<file path="config.mk">
export PLATFORM = sky130hd
export DESIGN_NAME = simon_playback
export DESIGN_NICKNAME = d
export VERILOG_FILES = /design/src/rtl/simon_pkg.sv /design/src/rtl/simon_timer.sv /design/src/rtl/simon_playback.sv
export SDC_FILE = /design/constraint.sdc
export NUM_CORES = 1
export LEC_CHECK = 0
export ABC_AREA = 1
export BUFFER_PORTS_ARGS = -buffer_cell sky130_fd_sc_hd__clkbuf_2
export CORE_MARGIN = 1
export CORE_UTILIZATION = 36
export DETAILED_ROUTE_END_ITERATION = 8
export SYNTH_ARGS = -nofsm -noshare
export SYNTH_HDL_FRONTEND = slang
export SYNTH_HIERARCHICAL = 1
export SYNTH_SLANG_ARGS = --single-unit
</file>
<file path="constraint.sdc">
create_clock -name CLK -period 2.2 [get_ports CLK]
set_input_delay 0.22 -clock CLK [delete_from_list [all_inputs] [get_ports CLK]]
set_output_delay 0.22 -clock CLK [all_outputs]
set_load 0.02 [all_outputs]
</file>
<file path="src/rtl/simon_pkg.sv">
// simon_pkg: shared types and defaults for the Simon sequence blocks.
// Holds the controller state encoding, the colour codes and the default
// buffer geometry used by the sequence buffer and the playback reader.
package simon_pkg;

  // Default buffer geometry: 2-bit colour symbols, 16-entry store.
  localparam int DEF_DATA_WIDTH = 2;
  localparam int DEF_DEPTH      = 16;

  // Colour codes as stored in the buffer and reported by the buttons.
  typedef enum logic [1:0] {
    RED    = 2'd0,
    GREEN  = 2'd1,
    BLUE   = 2'd2,
    YELLOW = 2'd3
  } colour_e;

  // Reader controller states. DONE is kept in the encoding for the game
  // wrapper; the reader itself returns straight to IDLE with its result pulse.
  typedef enum logic [2:0] {
    IDLE    = 3'd0,
    P_FETCH = 3'd1,
    SHOW    = 3'd2,
    GAP     = 3'd3,
    C_FETCH = 3'd4,
    WAIT    = 3'd5,
    DONE    = 3'd6
  } state_e;

  // Larger of two integers, used to size the shared timer.
  function automatic int max_of(input int a, input int b);
    return (a > b) ? a : b;
  endfunction

endpackage

</file>
<file path="src/rtl/simon_timer.sv">
// simon_timer: loadable down-counter with a zero flag.
// One instance is shared by the SHOW, GAP and (optional) press-timeout phases.
// A load takes priority over a decrement; the count holds at zero.
module simon_timer #(
  parameter int WIDTH = 4
) (
  input  logic             clk,
  input  logic             rst,
  input  logic             load,
  input  logic [WIDTH-1:0] load_value,
  input  logic             dec,
  output logic             zero
);

  logic [WIDTH-1:0] count;

  // Count register: synchronous reset, load, or saturating decrement.
  // NOTE: clocked state uses non-blocking (<=) so every register samples
  // pre-edge values and simulation matches the synthesized flops.
  always_ff @(posedge clk) begin
    if (rst) begin
      count <= '0;
    end else if (load) begin
      count <= load_value;
    end else if (dec && (count != '0)) begin
      count <= count - WIDTH'(1);
    end
  end

  assign zero = (count == '0);

endmodule

</file>
<file path="src/rtl/simon_playback.sv">
// simon_playback: reader side of the Simon sequence buffer.
// Walks the stored sequence from index 0, shows each symbol on the LEDs for
// ON_CYCLES with OFF_CYCLES blank between symbols, then checks the player's
// presses against the same sequence and pulses PASS or FAIL for one cycle.
// Optional feature macro: SIMON_PLAYBACK_TIMEOUT_EN -- bounds each wait for a
// press to TIMEOUT_CYCLES; when undefined, the wait is unbounded.
module simon_playback
  import simon_pkg::*;
#(
  parameter int DATA_WIDTH     = DEF_DATA_WIDTH,
  parameter int DEPTH          = DEF_DEPTH,
  parameter int ON_CYCLES      = 8,
  parameter int OFF_CYCLES     = 4,
  parameter int TIMEOUT_CYCLES = 64,
  localparam int AW = $clog2(DEPTH),
  localparam int LW = $clog2(DEPTH + 1)
) (
  input  logic                  CLK,
  input  logic                  RST,
  input  logic                  START,
  input  logic [LW-1:0]         LEN,
  output logic [AW-1:0]         RD_ADDR,
  input  logic [DATA_WIDTH-1:0] RD_DATA,
  output logic                  LED_VALID,
  output logic [DATA_WIDTH-1:0] LED_DATA,
  input  logic                  BTN_VALID,
  input  logic [DATA_WIDTH-1:0] BTN_DATA,
  output logic                  BUSY,
  output logic                  CHECKING,
  output logic                  PASS,
  output logic                  FAIL
);

  // The timer is sized for the longest phase it may ever hold, so its width
  // is identical whether or not the press timeout is built in.
  localparam int TW = $clog2(max_of(max_of(ON_CYCLES, OFF_CYCLES), TIMEOUT_CYCLES) + 1);

  // Phases end on the cycle the timer reads zero, so each load is N-1.
  localparam logic [TW-1:0] ON_LOAD  = TW'(ON_CYCLES - 1);
  localparam logic [TW-1:0] OFF_LOAD = TW'(OFF_CYCLES - 1);
`ifdef SIMON_PLAYBACK_TIMEOUT_EN
  localparam logic [TW-1:0] TO_LOAD  = TW'(TIMEOUT_CYCLES - 1);
`endif

  localparam logic [LW-1:0] DEPTH_LEN = LW'(DEPTH);

  // Plain state constants taken from the shared encoding.
  localparam logic [2:0] S_IDLE    = IDLE;
  localparam logic [2:0] S_P_FETCH = P_FETCH;
  localparam logic [2:0] S_SHOW    = SHOW;
  localparam logic [2:0] S_GAP     = GAP;
  localparam logic [2:0] S_C_FETCH = C_FETCH;
  localparam logic [2:0] S_WAIT    = WAIT;
  localparam logic [2:0] S_DONE    = DONE;

  logic [2:0]    state;
  logic [AW-1:0] idx;
  logic [LW-1:0] len_q;
  logic          pass_q;
  logic          fail_q;

  logic          tmr_load;
  logic [TW-1:0] tmr_value;
  logic          tmr_dec;
  logic          tmr_zero;

  logic [LW-1:0] len_sat;
  logic [AW-1:0] last_idx;
  logic          at_last;

  // A request longer than the store is clamped to the full store.
  assign len_sat = (LEN > DEPTH_LEN) ? DEPTH_LEN : LEN;

  // len_q is 1..DEPTH while busy, so len_q-1 always fits the address width
  // and the walk stops at DEPTH-1 without wrapping.
  assign last_idx = AW'(len_q - LW'(1));
  assign at_last  = (idx == last_idx);

  simon_timer #(
    .WIDTH (TW)
  ) u_timer (
    .clk        (CLK),
    .rst        (RST),
    .load       (tmr_load),
    .load_value (tmr_value),
    .dec        (tmr_dec),
    .zero       (tmr_zero)
  );

  // Timer control: reload on entry to each timed phase, count down inside it.
  // NOTE: every signal written here gets a default first, so no path leaves
  // a value unassigned and no latch is inferred.
  always_comb begin
    tmr_load  = 1'b0;
    tmr_value = '0;
    tmr_dec   = 1'b0;
    case (state)
      S_P_FETCH: begin
        tmr_load  = 1'b1;
        tmr_value = ON_LOAD;
      end
      S_SHOW: begin
        if (tmr_zero) begin
          tmr_load  = 1'b1;
          tmr_value = OFF_LOAD;
        end else begin
          tmr_dec = 1'b1;
        end
      end
      S_GAP: begin
        tmr_dec = 1'b1;
      end
      S_C_FETCH: begin
`ifdef SIMON_PLAYBACK_TIMEOUT_EN
        tmr_load  = 1'b1;
        tmr_value = TO_LOAD;
`endif
      end
      S_WAIT: begin
`ifdef SIMON_PLAYBACK_TIMEOUT_EN
        tmr_dec = 1'b1;
`endif
      end
      default: begin
      end
    endcase
  end

  // Main controller: sequence walk, press checking and registered result.
  always_ff @(posedge CLK) begin
    if (RST) begin
      state  <= S_IDLE;
      idx    <= '0;
      len_q  <= '0;
      pass_q <= 1'b0;
      fail_q <= 1'b0;
    end else begin
      pass_q <= 1'b0;
      fail_q <= 1'b0;
      case (state)
        S_IDLE: begin
          // An empty sequence has nothing to play, so the request is dropped.
          if (START && (LEN != '0)) begin
            len_q <= len_sat;
            idx   <= '0;
            state <= S_P_FETCH;
          end
        end
        S_P_FETCH: begin
          // One cycle for the buffer read data to follow the new address.
          state <= S_SHOW;
        end
        S_SHOW: begin
          if (tmr_zero) begin
            state <= S_GAP;
          end
        end
        S_GAP: begin
          if (tmr_zero) begin
            if (at_last) begin
              idx   <= '0;
              state <= S_C_FETCH;
            end else begin
              idx   <= idx + AW'(1);
              state <= S_P_FETCH;
            end
          end
        end
        S_C_FETCH: begin
          // Presses here are dropped: the expected symbol is not yet valid.
          state <= S_WAIT;
        end
        S_WAIT: begin
          if (BTN_VALID) begin
            if (BTN_DATA != RD_DATA) begin
              fail_q <= 1'b1;
              idx    <= '0;
              state  <= S_IDLE;
            end else if (at_last) begin
              pass_q <= 1'b1;
              idx    <= '0;
              state  <= S_IDLE;
            end else begin
              idx   <= idx + AW'(1);
              state <= S_C_FETCH;
            end
          end
`ifdef SIMON_PLAYBACK_TIMEOUT_EN
          else if (tmr_zero) begin
            fail_q <= 1'b1;
            idx    <= '0;
            state  <= S_IDLE;
          end
`endif
        end
        S_DONE: begin
          state <= S_IDLE;
        end
        default: begin
          state <= S_IDLE;
        end
      endcase
    end
  end

  // Output decode: LEDs mirror the read data only while a symbol is shown.
  assign RD_ADDR   = idx;
  assign LED_VALID = (state == S_SHOW);
  assign LED_DATA  = LED_VALID ? RD_DATA : '0;
  assign BUSY      = (state != S_IDLE);
  assign CHECKING  = (state == S_WAIT);
  assign PASS      = pass_q;
  assign FAIL      = fail_q;

endmodule

</file>
# Word-level counts from Yosys, hierarchy flattened
# Index checks and enable logic that the tools add are counted.
[word_totals] reg_bits=20 latch_bits=0 mem_bits_rw=0 romBits=0 inputBits=13 output_inout_bits=11 word_cells=63 memories=0
[op_classes] addsub=3 multipliers=0 n_div=0 order_cmp=1 eq_ne=11 n_shift=0 muxes=26 bitwise_logic=2 n_reduce_logical=14
[op_table] operator="$mux W4" count=6
[op_table] operator="$mux W3" count=7
[op_table] operator="$pmux W3 S6" count=1
[op_table] operator="$mux W7" count=2
[op_table] operator="$pmux W4 S3" count=1
[op_table] operator="$reduce_and A4 Y1" count=2
[op_table] operator="$logic_not A7 Y1" count=1
[op_table] operator="$reduce_bool A7 Y1" count=1
[op_table] operator="$sub A7 B1 Y7 const B" count=1
[op_table] operator="$eq A3 B2 Y1 const B" count=2
[op_table] operator="$eq A3 B3 Y1 const B" count=2
[op_table] operator="$ne A2 B2 Y1 const B" count=3
[op_table] operator="$pmux W3 S2" count=1
[op_table] operator="$reduce_bool A3 Y1" count=2
[op_table] operator="$gt A5 B5 Y1 const B" count=1
[op_table] operator="$reduce_bool A5 Y1" count=1
[op_table] operator="$add A4 B1 Y4 const B" count=1
[op_table] operator="$eq A4 B4 Y1" count=1
[op_table] operator="$mux W1" count=4
[op_table] operator="$mux W2" count=2
[op_table] operator="$pmux W1 S2" count=2
[op_table] operator="$reduce_or A4 Y1" count=1
[op_table] operator="$sub A4 B1 Y4 const B" count=1
[op_table] operator="$eq A3 B1 Y1 const B" count=1
[op_table] operator="8 further kinds" count=10

# Depth between registers and ports, before layout
[logic_depth] word_depth=6 depth_mapped=14 mapped_depth_nobuf=13

# By module
# Netlist, hierarchy kept.
[by_module_without_submodules] module="simon_playback" instances=1 cells_each=143 area_each_um2=888.4 seq_area_each_um2=260.2
[by_module_without_submodules] module="simon_timer" instances=1 cells_each=92 area_each_um2=530.5 seq_area_each_um2=140.1

# Worst setup path after synthesis
# No wires, ideal clock.
[synth_timing] path_type="register -> register" start="register u_timer.count[0]" end="register u_timer.count[5]" setup_ps=113 t_arrival_ps=1899 t_required_ps=2087 slack_ps=188 stages_incl_launch_ff=15 n_path_buf=1 period_less_slack_ps=2012 path_cell_list="dfxtp_1 -> inv_1 -> ha_1 -> nand2_2 -> nor2_2 -> nand2_4 -> inv_1 -> inv_1 -> o21ai_1 -> inv_1 -> buf_4 -> nor2_1 -> nor2_1 -> nand2_1 -> nor2_1"
[synth_via] elab_cells_between_ends=11 cone_classes="add/sub (1); mux (6); reduce/logical (4)"
[synth_rtl] element="from (decl)" line_no="simon_timer.sv:15" text="logic [WIDTH-1:0] count;"
[synth_rtl] element="from (signal assigned)" line_no="simon_timer.sv:24" text="count <= load_value;"
[synth_rtl] element="from (signal assigned)" line_no="simon_timer.sv:26" text="count <= count - WIDTH'(1);"
[synth_rtl] element="$logic_not A7 Y1 (*)" line_no="simon_timer.sv:30" text="assign zero = (count == '0);"
[synth_rtl] element="via tmr_zero" line_no="simon_playback.sv:65" text="logic tmr_zero;"
[synth_rtl] element="$mux W1 (*)" line_no="simon_playback.sv:103" text="if (tmr_zero) begin"
[synth_rtl] element="$pmux W1 S2 (*)" line_no="simon_playback.sv:97" text="case (state)"
[synth_rtl] element="via tmr_load" line_no="simon_playback.sv:62" text="logic tmr_load;"
[synth_rtl] element="$mux W7 or $reduce_bool A2 Y1 (tied branches)"
# Mark *: on every way through the listed nets, which the timed path passes. The rest lies on a longest branch. The select of a mux whose other input is x is not followed.
# A chain may end at the register's enable or synchronous reset.

# Worst setup path after layout
[layout_timing] start="register u_timer.count[0]" end="register u_timer.count[3]"
# Same word-level chain as after synthesis.

==> flow_metrics.py <==
metrics = {
    "status": {
        "status": "finished clean",
    },
    "sta": {
        "final.setup.tns_ns": 0,
        "fin_skew_ns": 0.000814,
        "fin_ws_ns": 0.263,
        "clock.fmax_ghz": 0.516,
        "setup_violations": 0,
        "period_minus_slack_ns": 1.94,
        "hold-worst-slack_ns": 0.237,
        "hold_viol_final": 0,
        "drv_slew": 0,
        "rsz0062_at_grt": "false",
        "fin_crit_sh_pct": 88.0,
    },
    "floorplan": {
        "die_w_microns": 64.8,
        "initial_core_util_pct": 38.2,
        "ios": 24,
        "dieArea_sq_um": 4200,
        "core_sq_um": 3720,
        "die_h_microns": 64.8,
        "num_rows": 22,
    },
    "clocking": {
        "cts-root-buf": "clkbuf_8",
        "cts_tree": "done",
        "cts_htree_levels": 1,
        "cts_inserted_buffers": 3,
        "clkSinkCount": 20,
        "path_clk_slew_ns": 0.08,
        "postCtsSetupBuffers": 0,
        "insertion_delay_ns": 0.25,
        "cts_buffer_depth": 2,
    },
    "job": {
        "maxCapViolCount": 0,
    },
    "critical_path": {
        "end_kind": "register",
        "worstPathRequired_ns": 2.34,
        "crit_fanout": 16,
        "cp.arrival_ns": 2.08,
        "worstSetupPathType": "reg2reg",
        "start_kind": "register",
    },
    "place": {
        "place.gp.congestion": 0.836,
        "dpl.hpwl_mm": 2.33,
        "dp_slack_ns": 0.172,
        "portBuffers": 23,
    },
    "synthesis": {
        "postSynthAreaPerCell_sq_um": 6.04,
        "synth_top_area_share_pct": 28.2,
        "ys_ff_latch": 20,
        "ys_warn_count": 6,
        "synth_cells": 235,
        "ys.flop_type": "dfxtp_1",
        "syn_area_sq_um": 1420,
        "async_flop_share_pct": 0,
        "ys_types": 27,
        "yosysTopAreaCell": "dfxtp_1",
        "ys_top_cells_by_area": "dfxtp_1 (28%), nand2_1 (15%), nor2_1 (11%)",
        "synth-seq-area-share_pct": 28.2,
        "synth_edf_count": 0,
    },
    "power": {
        "p_comb_share_pct": 57.1,
        "leakage_nw": 0.887,
        "p_seq_share_pct": 27.9,
        "powerDensity_nw_per_um2": 1130,
        "ir_drop_uv": 285,
        "p_int_uw": 978,
        "clkPwrFrac_pct": 15.0,
        "switching_share_pct": 47.9,
        "p_sw_uw": 900,
    },
    "route": {
        "wl_per_cell_microns": 9.57,
        "drcViolationCount": 0,
        "totalWireLength_mm": 3.00,
        "dr.pass1.iters": 4,
        "ant_nets": 0,
        "drtIter0Drc": 74,
        "num_vias": 1421,
        "vias_per_cell": 4.54,
    },
    "grt": {
        "track_usage_pct": 16.1,
        "grt_pass1_vias": 1244,
        "grt_max_degree": 17,
        "antenna_found_initial": 0,
        "grt_pass1_wl_mm": 5.38,
        "gr-total-overflow": 0,
    },
    "final_layout": {
        "layout_commonest_cell": "nand2_1",
        "final_cell_mix": "nand2_1 (55), nor2_1 (42), inv_1 (33)",
        "n_antenna_cell": 0,
        "drive_above_1_share_pct": 20.4,
        "nNetsFinal": 282,
        "syn_to_final_growth_pct": 17.0,
    },
    "hold_path": {
        "min_path_type": "in2reg",
    },
}
[Yosys cell counts, types with 4 or more instances]
| library cell | n |
|---|---|
| nand2_1 | 55 |
| nor2_1 | 42 |
| inv_1 | 34 |
| nand3_1 | 23 |
| dfxtp_1 | 20 |
| a21oi_1 | 12 |
| inv_2 | 6 |
| nand2_2 | 4 |
| nand4_1 | 4 |
| nor2_2 | 4 |
| o21ai_0 | 4 |
[power groups by stage]
stage          registers, mW  clock network, mW  logic [mW]
6_report               0.523              0.282        1.07
5_1_grt                0.539              0.308        1.26
4_1_cts                0.523              0.292        1.07
3_5_place_dp           0.531                  0        1.07
3_3_place_gp           0.531                  0        1.07
2_1_floorplan          0.513                  0       0.877
[path summary, 6_finish.rpt]
check	cells after the start	from	end	slack [ns]
max reg2reg	13	u_timer/count[0]$_SDFFE_PP0P_	u_timer/count[3]$_SDFFE_PP0P_	0.26
min	3	BTN_VALID	FAIL$_SDFF_PP0_	0.24
min reg2reg	2	len_q[3]$_SDFFE_PP0P_	len_q[3]$_SDFFE_PP0P_	0.47
max	13	u_timer/count[0]$_SDFFE_PP0P_	u_timer/count[3]$_SDFFE_PP0P_	0.26
[sequential cells by signal, indices dropped and copies added (netlist names)]
name	cells
RD_ADDR	4
u_timer/count	7
len_q	4
FAIL	1
state	3
PASS	1
[final cells by class]
type | count | area, sq um
Tap cell | 48 | 60.1
Multi-Input combinational cell | 176 | 868
Timing Repair Buffer | 24 | 123
Inverter | 41 | 154
Fill cell | 414 | 2060
Clock buffer | 4 | 55.1
Sequential cell | 20 | 400
[layer usage]
layer | vias up | global-route usage, % | share of wire (%)
met1 | 600 | 23.4 | 54
met3 | 2 | 1.58 | 4.2
met2 | 29 | 24.9 | 41
met5 | - | 0 | 0
met4 | 0 | 4.17 | 0.90
li1 | 790 | - | -
[critical path: stages, from the launching register on]
cell and delay [ns]:
dfxtp_1 0.33, inv_1 0.13, ha_1 0.25, nand2_2 0.08, nor2_2 0.12, nand2_4 0.10
inv_1 0.09, inv_1 0.05, o21ai_1 0.18, inv_2 0.17, nand3b_1 0.12, nand2_1 0.05
nor2_1 0.10, nor2_1 0.04
[cell families after synthesis]
logic type,share of synthesized area [%]
other,0.264
AO/OA/AOI/OAI,7.85
buffers and inverters,11.4
AND/OR/NAND/NOR,47.8
flip-flops,28.2
adder cells (fa/ha/maj),2.65
XOR/XNOR,1.85
[metrics by stage]
stage / power (mW) / instance area [sq um] / instances / utilization (%)
global route: 2.10 / 1660 / 313 / 44.7
detailed placement: 1.60 / 1610 / 309 / 43.2
floorplan: 1.39 / 1430 / 238 / -
global placement: 1.61 / 1610 / 309 / 43.2
finish: 1.88 / 1660 / 313 / 44.7
CTS: 1.88 / 1660 / 313 / 44.7
[timing repair]
| item | in CTS | in global routing |
|---|---|---|
| hold endpoints to repair | 0 | 0 |
| endpoints found under the setup margin | 0 | 6 |
| resized for setup | 0 | 1 |
| hold buffers | 0 | 0 |
(Power assumes the default switching activity.)
